<file path="src/rtl/regfile_write_arbiter_pkg.sv">
// Shared processor definitions: datapath widths, result-queue depth and the queue-entry record.
package regfile_write_arbiter_pkg;

    localparam int unsigned REG_W          = 32;
    localparam int unsigned ADDR_W         = 5;
    localparam int unsigned QDEPTH_DEFAULT = 2;

    typedef struct packed {
        logic              valid;
        logic [ADDR_W-1:0] rd;
        logic [REG_W-1:0]  data;
    } md_entry_t;

    // Width of a counter that must hold 0..depth inclusive.
    function automatic int unsigned cnt_width(input int unsigned depth);
        return (depth < 1) ? 1 : $clog2(depth + 1);
    endfunction

endpackage

</file>
<file path="src/rtl/md_result_queue.sv">
// In-order mult/div result queue: tail push, multi-entry head pop, invalidate-by-register.
module md_result_queue
    import regfile_write_arbiter_pkg::*;
#(
    parameter int unsigned QDEPTH = QDEPTH_DEFAULT,
    localparam int unsigned CNT_W = cnt_width(QDEPTH)
) (
    input  logic                    clock,
    input  logic                    reset,
    input  logic                    push_i,
    input  logic [ADDR_W-1:0]       push_reg_i,
    input  logic [REG_W-1:0]        push_data_i,
    input  logic [CNT_W-1:0]        pop_n_i,
    input  logic                    inv_i,
    input  logic [ADDR_W-1:0]       inv_reg_i,
    output md_entry_t [QDEPTH-1:0]  entries_o,
    output logic [CNT_W-1:0]        count_o
);

    md_entry_t [QDEPTH-1:0] ent_q, ent_d, ent_inv;
    logic [CNT_W-1:0]       cnt_q, cnt_d, cnt_pop;

    // Invalidate first, then shift out popped slots, then append behind the survivors.
    always_comb begin
        ent_inv = ent_q;
        ent_d   = '0;
        for (int unsigned i = 0; i < QDEPTH; i++) begin
            if (inv_i && ent_q[i].valid && (ent_q[i].rd == inv_reg_i)) begin
                ent_inv[i].valid = 1'b0;
            end
        end
        for (int unsigned i = 0; i < QDEPTH; i++) begin
            for (int unsigned j = 0; j < QDEPTH; j++) begin
                if (j == i + 32'(pop_n_i)) begin
                    ent_d[i] = ent_inv[j];
                end
            end
        end
        cnt_pop = cnt_q - pop_n_i;
        for (int unsigned i = 0; i < QDEPTH; i++) begin
            if (push_i && (i == 32'(cnt_pop))) begin
                ent_d[i].valid = 1'b1;
                ent_d[i].rd    = push_reg_i;
                ent_d[i].data  = push_data_i;
            end
        end
        cnt_d = cnt_pop + CNT_W'(push_i);
    end

    always_ff @(posedge clock or posedge reset) begin
        if (reset) begin
            ent_q <= '0;
            cnt_q <= '0;
        end else begin
            ent_q <= ent_d;
            cnt_q <= cnt_d;
        end
    end

    assign entries_o = ent_q;
    assign count_o   = cnt_q;

endmodule

</file>
<file path="src/rtl/regfile_write_arbiter.sv">
// Register-file write-port arbiter: writeback has priority, mult/div results are
// bypassed when possible and otherwise queued in arrival order.
module regfile_write_arbiter
    import regfile_write_arbiter_pkg::*;
#(
    parameter int unsigned QDEPTH = QDEPTH_DEFAULT
) (
    input  logic              clock,
    input  logic              reset,
    input  logic              wbValid,
    input  logic [ADDR_W-1:0] wbReg,
    input  logic [REG_W-1:0]  wbData,
    input  logic              mdReady,
    input  logic [ADDR_W-1:0] mdReg,
    input  logic [REG_W-1:0]  mdData,
    input  logic [ADDR_W-1:0] readA,
    input  logic [ADDR_W-1:0] readB,
    output logic              wE,
    output logic [ADDR_W-1:0] writeD,
    output logic [REG_W-1:0]  writeData,
    output logic              mdBusy,
    output logic              pendA,
    output logic              pendB,
    output logic              overflow
);

    localparam int unsigned CNT_W = cnt_width(QDEPTH);

    md_entry_t [QDEPTH-1:0] q_entries;
    logic [CNT_W-1:0]       q_count;
    logic [CNT_W-1:0]       pop_n;
    logic [CNT_W-1:0]       first_valid;
    md_entry_t              head;
    logic                   has_valid;
    logic                   full;
    logic                   bypass;
    logic                   discard;
    logic                   push;
    logic                   inv;
    logic                   overflow_q, overflow_d;

    md_result_queue #(.QDEPTH(QDEPTH)) u_queue (
        .clock       (clock),
        .reset       (reset),
        .push_i      (push),
        .push_reg_i  (mdReg),
        .push_data_i (mdData),
        .pop_n_i     (pop_n),
        .inv_i       (inv),
        .inv_reg_i   (wbReg),
        .entries_o   (q_entries),
        .count_o     (q_count)
    );

    // Oldest still-valid entry; invalidated entries ahead of it are skipped.
    always_comb begin
        has_valid   = 1'b0;
        first_valid = '0;
        head        = '0;
        for (int unsigned i = 0; i < QDEPTH; i++) begin
            if (!has_valid && q_entries[i].valid) begin
                has_valid   = 1'b1;
                first_valid = CNT_W'(i);
                head        = q_entries[i];
            end
        end
    end

    // Dead entries always drain; the first valid one drains only when it gets the port.
    always_comb begin
        full       = (q_count == CNT_W'(QDEPTH));
        pop_n      = (has_valid ? first_valid : q_count) + CNT_W'(!wbValid && has_valid);
        bypass     = !wbValid && !has_valid && mdReady && (mdReg != '0);
        discard    = wbValid && (wbReg == mdReg);
        push       = !reset && mdReady && (mdReg != '0) && !discard && !bypass
                     && (!full || (pop_n != '0));
        inv        = !reset && wbValid && (wbReg != '0);
        overflow_d = overflow_q | (!reset && mdReady && full && (pop_n == '0));
    end

    always_comb begin
        wE        = 1'b0;
        writeD    = '0;
        writeData = '0;
        if (!reset) begin
            if (wbValid) begin
                if (wbReg != '0) begin
                    wE        = 1'b1;
                    writeD    = wbReg;
                    writeData = wbData;
                end
            end else if (has_valid) begin
                wE        = 1'b1;
                writeD    = head.rd;
                writeData = head.data;
            end else if (bypass) begin
                wE        = 1'b1;
                writeD    = mdReg;
                writeData = mdData;
            end
        end
    end

    // A result accepted into the queue this cycle is already a hazard for decode.
    always_comb begin
        pendA = 1'b0;
        pendB = 1'b0;
        if (!reset) begin
            for (int unsigned i = 0; i < QDEPTH; i++) begin
                if (q_entries[i].valid && (readA != '0) && (q_entries[i].rd == readA)) pendA = 1'b1;
                if (q_entries[i].valid && (readB != '0) && (q_entries[i].rd == readB)) pendB = 1'b1;
            end
            if (push && (readA != '0) && (mdReg == readA)) pendA = 1'b1;
            if (push && (readB != '0) && (mdReg == readB)) pendB = 1'b1;
        end
    end

    always_ff @(posedge clock or posedge reset) begin
        if (reset) begin
            overflow_q <= 1'b0;
        end else begin
            overflow_q <= overflow_d;
        end
    end

    assign mdBusy   = !reset && full;
    assign overflow = overflow_q;

endmodule

</file>
<file path="config.mk">
export PLATFORM = sky130hd
export DESIGN_NAME = regfile_write_arbiter
export DESIGN_NICKNAME = d
export VERILOG_FILES = /design/src/rtl/regfile_write_arbiter_pkg.sv /design/src/rtl/md_result_queue.sv /design/src/rtl/regfile_write_arbiter.sv
export SDC_FILE = /design/constraint.sdc
export NUM_CORES = 1
export LEC_CHECK = 0
export ABC_AREA = 0
export BUFFER_PORTS_ARGS = -buffer_cell sky130_fd_sc_hd__buf_2
export CAP_MARGIN = 15
export CORE_MARGIN = 2
export CORE_UTILIZATION = 45
export DETAILED_ROUTE_END_ITERATION = 6
export PLACE_DENSITY = 0.69
export SLEW_MARGIN = 10
export SYNTH_ARGS = -nofsm -noshare
export SYNTH_HDL_FRONTEND = slang
export SYNTH_SLANG_ARGS = --single-unit
</file>
<file path="constraint.sdc">
create_clock -name clock -period 4.7 [get_ports clock]
set_input_delay 0.705 -clock clock [delete_from_list [all_inputs] [get_ports clock]]
set_output_delay 0.705 -clock clock [all_outputs]
set_load 0.02 [all_outputs]
</file>
==> summary.md <==
| Metric | Value |
|---|---|
| Postcts setup bufs | 0 |
| Die area | 13000 um^2 |
| Chip width | 114 um |
| Syn. warnings | 0 |
| Most common cell in the netlist | dfrtp_1 |
| Gate Count Post-Synth | 594 |
| Hold Path Class | input pin to async pin |
| # hold bufs at CTS | 0 |
| Initial Utilization | 0.456 |
| Die H | 114 um |
| Post-route antenna net violation count | 0 |
| Post-Syn Nets | 685 |
| Sequential-to-total area share from yosys stat | 0.364 |
| Mean post-synth cell area | 9.15 um^2 |
| Area leader, netlist | dfrtp_1 |
| CTS tree | built |
| I/O pin count | 130 |
| Setup tns final | 0 ns |
| Max Transition Viols Final | 0 |
| Max Cap Viol | 0 |
| DR WL/cell | 18.3 um |
| Core Area | 11900 um^2 |
| Max Fclk | 273 MHz |
| Setup CP Type | flip-flop to output pin |
| Vias in the first global route | 5065 |
| Clock skew | 0.00682 ns |
| Dpl hpwl | 10.3 mm |
| Reg2reg path depth | 10 |
| Clock-pin slew on the worst setup and hold paths | 0.06 ns |
| Rows | 40 |
| Synth top area cells | dfrtp_1 36%, mux2i_1 14%, nand2_1 5.4%, a22oi_1 5.1%, xor2_1 4.8% |
| Worst Setup End Kind | output pin |
| Post-synth top cells | 79 x dfrtp_1, 78 x nand2_1, 74 x mux2i_1 |
| CP Capture Point | writeData[31] |
| Top-area cell type share of the netlist area | 0.364 |
| Largest net degree at the start of global routing | 57 |
| Top sig layer | met4 |
| Outcome | finished, final reports clean |
| # port buffers | 129 |
| FF-to-FF End | u_queue.entries_o[21] |
| Final Hold Fails | 0 |
| Area growth, synth to finish | 17.6% |
| Required @ worst endpoint | 3.99 ns |
| Post-synth EDFFs | 0 |
| Crit path launch type | flip-flop |
| Met3 WL | 704 um |
| Most common flop cell mapped by yosys | dfrtp_1 |
| Unrepaired setup endpoints after global routing | false |
| Buffer depth of the longest clock path | 2 |
| M1 wire length | 6.78 mm |
| R2R Path Start | u_queue.entries_o[75] |
| Routed wl met2 | 7.64 mm |
| Layout cell share with drive strength beyond 1 | 0.266 |
| Period utilization | 0.778 |
| Highest fanout seen on the critical path | 32 |
| Crit path launch | u_queue.entries_o[37] |
| Global-route wire length before repair | 25.1 mm |
| Layout Nets | 778 |
| Clk Latency, worst-skew pair | 0.32 ns |
| Crit path time final | 3.66 ns |
| CTS H-tree depth | 3 |
| Via/cell ratio | 5.87 |
| Overall Power | 3.85 mW |
| Synthesized area | 5430 um^2 |
| Drt initial violations | 412 |
| Power Density | 602 nW/um^2 |
| Final WL | 15.3 mm |
| Final setup viols | 0 |
| Final Wtd Congestion | 0.928 |
| GRT overflow | 0 |
| Diode count | 0 |
| Post-cts resize count | 0 |
| CTS buffer count | 9 |
| Vias | 4925 |
| DRT Pass-1 Iters | 5 |
| Antenna violations before repair | 0 |
| CP arrival | 2.95 ns |
| Worst R2R Setup Slack | 1.12 ns |
| Drt drc | 0 |
| Root Buffer | clkbuf_16 |
| Tot GR Track Use | 0.240 |
| P_leak | 3.43 nW |
| Max IR drop VDD | 0.364 mV |
| #FFs+latches synth | 79 |
| Cell variety after synth | 43 |
| Worst Tran Pin Value | 1.10 ns |
| CTS sink count | 79 |
| Async SR Flop Fraction | 1.00 |
| Slew margin rel. | 0.266 |
## final cells by class
| type | instances | area, um^2 |
|---|---|---|
| Multi-Input combinational cell | 415 | 3000 |
| Clock inverter | 4 | 70.1 |
| Fill cell | 1078 | 5520 |
| Timing Repair Buffer | 141 | 756 |
| Tap cell | 147 | 184 |
| Sequential cell | 79 | 1980 |
| Inverter | 41 | 155 |
| Clock buffer | 12 | 246 |
## flip-flops by register name, summed over array words and instances, names as in the netlist
signal             count
u_queue.count_o        2
overflow               1
u_queue.entries_o     76
## stage by stage
stage,hold slack [ns],utilization,cell area (um^2),std cells,setup slack (ns)
after floorplan,0.519,-,5430,594,0.367
after global placement,0.475,0.507,6040,822,1.30
after CTS,0.447,0.534,6360,838,1.05
after detailed placement,0.463,0.507,6040,822,1.20
after global routing,0.476,0.536,6390,839,0.859
final,0.433,0.536,6390,839,1.04
## worst max-delay path, stage by stage (launching register included)
cell      delay [ns]
dfrtp_2         0.39
or2_1           0.36
nor3b_4         0.34
nor2b_4         0.94
a221oi_1        0.16
o21ai_0         0.23
buf_2           0.20
## worst min-delay path by stage
stage,from,endpoint,cells past startpoint
6_report,reset,u_queue.entries_o[73],2
5_1_grt,reset,u_queue.entries_o[73],2
4_1_cts,reset,u_queue.entries_o[73],2
3_5_place_dp,overflow,overflow,1
3_3_place_gp,overflow,overflow,1
2_1_floorplan,u_queue.entries_o[38],u_queue.entries_o[38],2
## power by group
| part | total [mW] | switching, mW | internal [mW] |
|---|---|---|---|
| Sequential | 1.14 | 0.214 | 0.930 |
| Clock | 0.741 | 0.262 | 0.478 |
| Combinational | 1.96 | 1.27 | 0.688 |
| Total | 3.85 | 1.75 | 2.10 |
## cell usage in the layout, fill, tap and decap left out, drive strengths merged
cell and instances:
buf 141, dfrtp 79, nand2 78, o21ai 75, mux2i 74, inv 40, a22oi 37, a221oi 33
xor2 30, xnor2 19, nand3 12, clkbuf 12, nor2 10, a21oi 6, nor4 6, nor3 4
o221ai 4, or4 4, nor2b 4, clkinv 3, ha 3, nor3b 3, and2 2, o311ai 2
bufinv 2, or2 1, nand2b 1, nor4b 1, o21a 1, a31o 1, nand4 1, o31ai 1
a32oi 1, a31oi 1
## routing by layer
metal	track usage	up-vias
li1	-	2301
met1	0.320	2431
met2	0.409	172
met3	0.0250	21
met4	0.0813	0
met5	0	-
## cells by family after synthesis
family | Yosys count | synth area share
fa+ha+maj | 3 | 0.00691
flops | 79 | 0.364
mux | 74 | 0.136
xor+xnor | 49 | 0.0790
compound gates | 162 | 0.213
simple gates | 127 | 0.113
buf+inv | 100 | 0.0877
(Power assumes the default switching activity.)
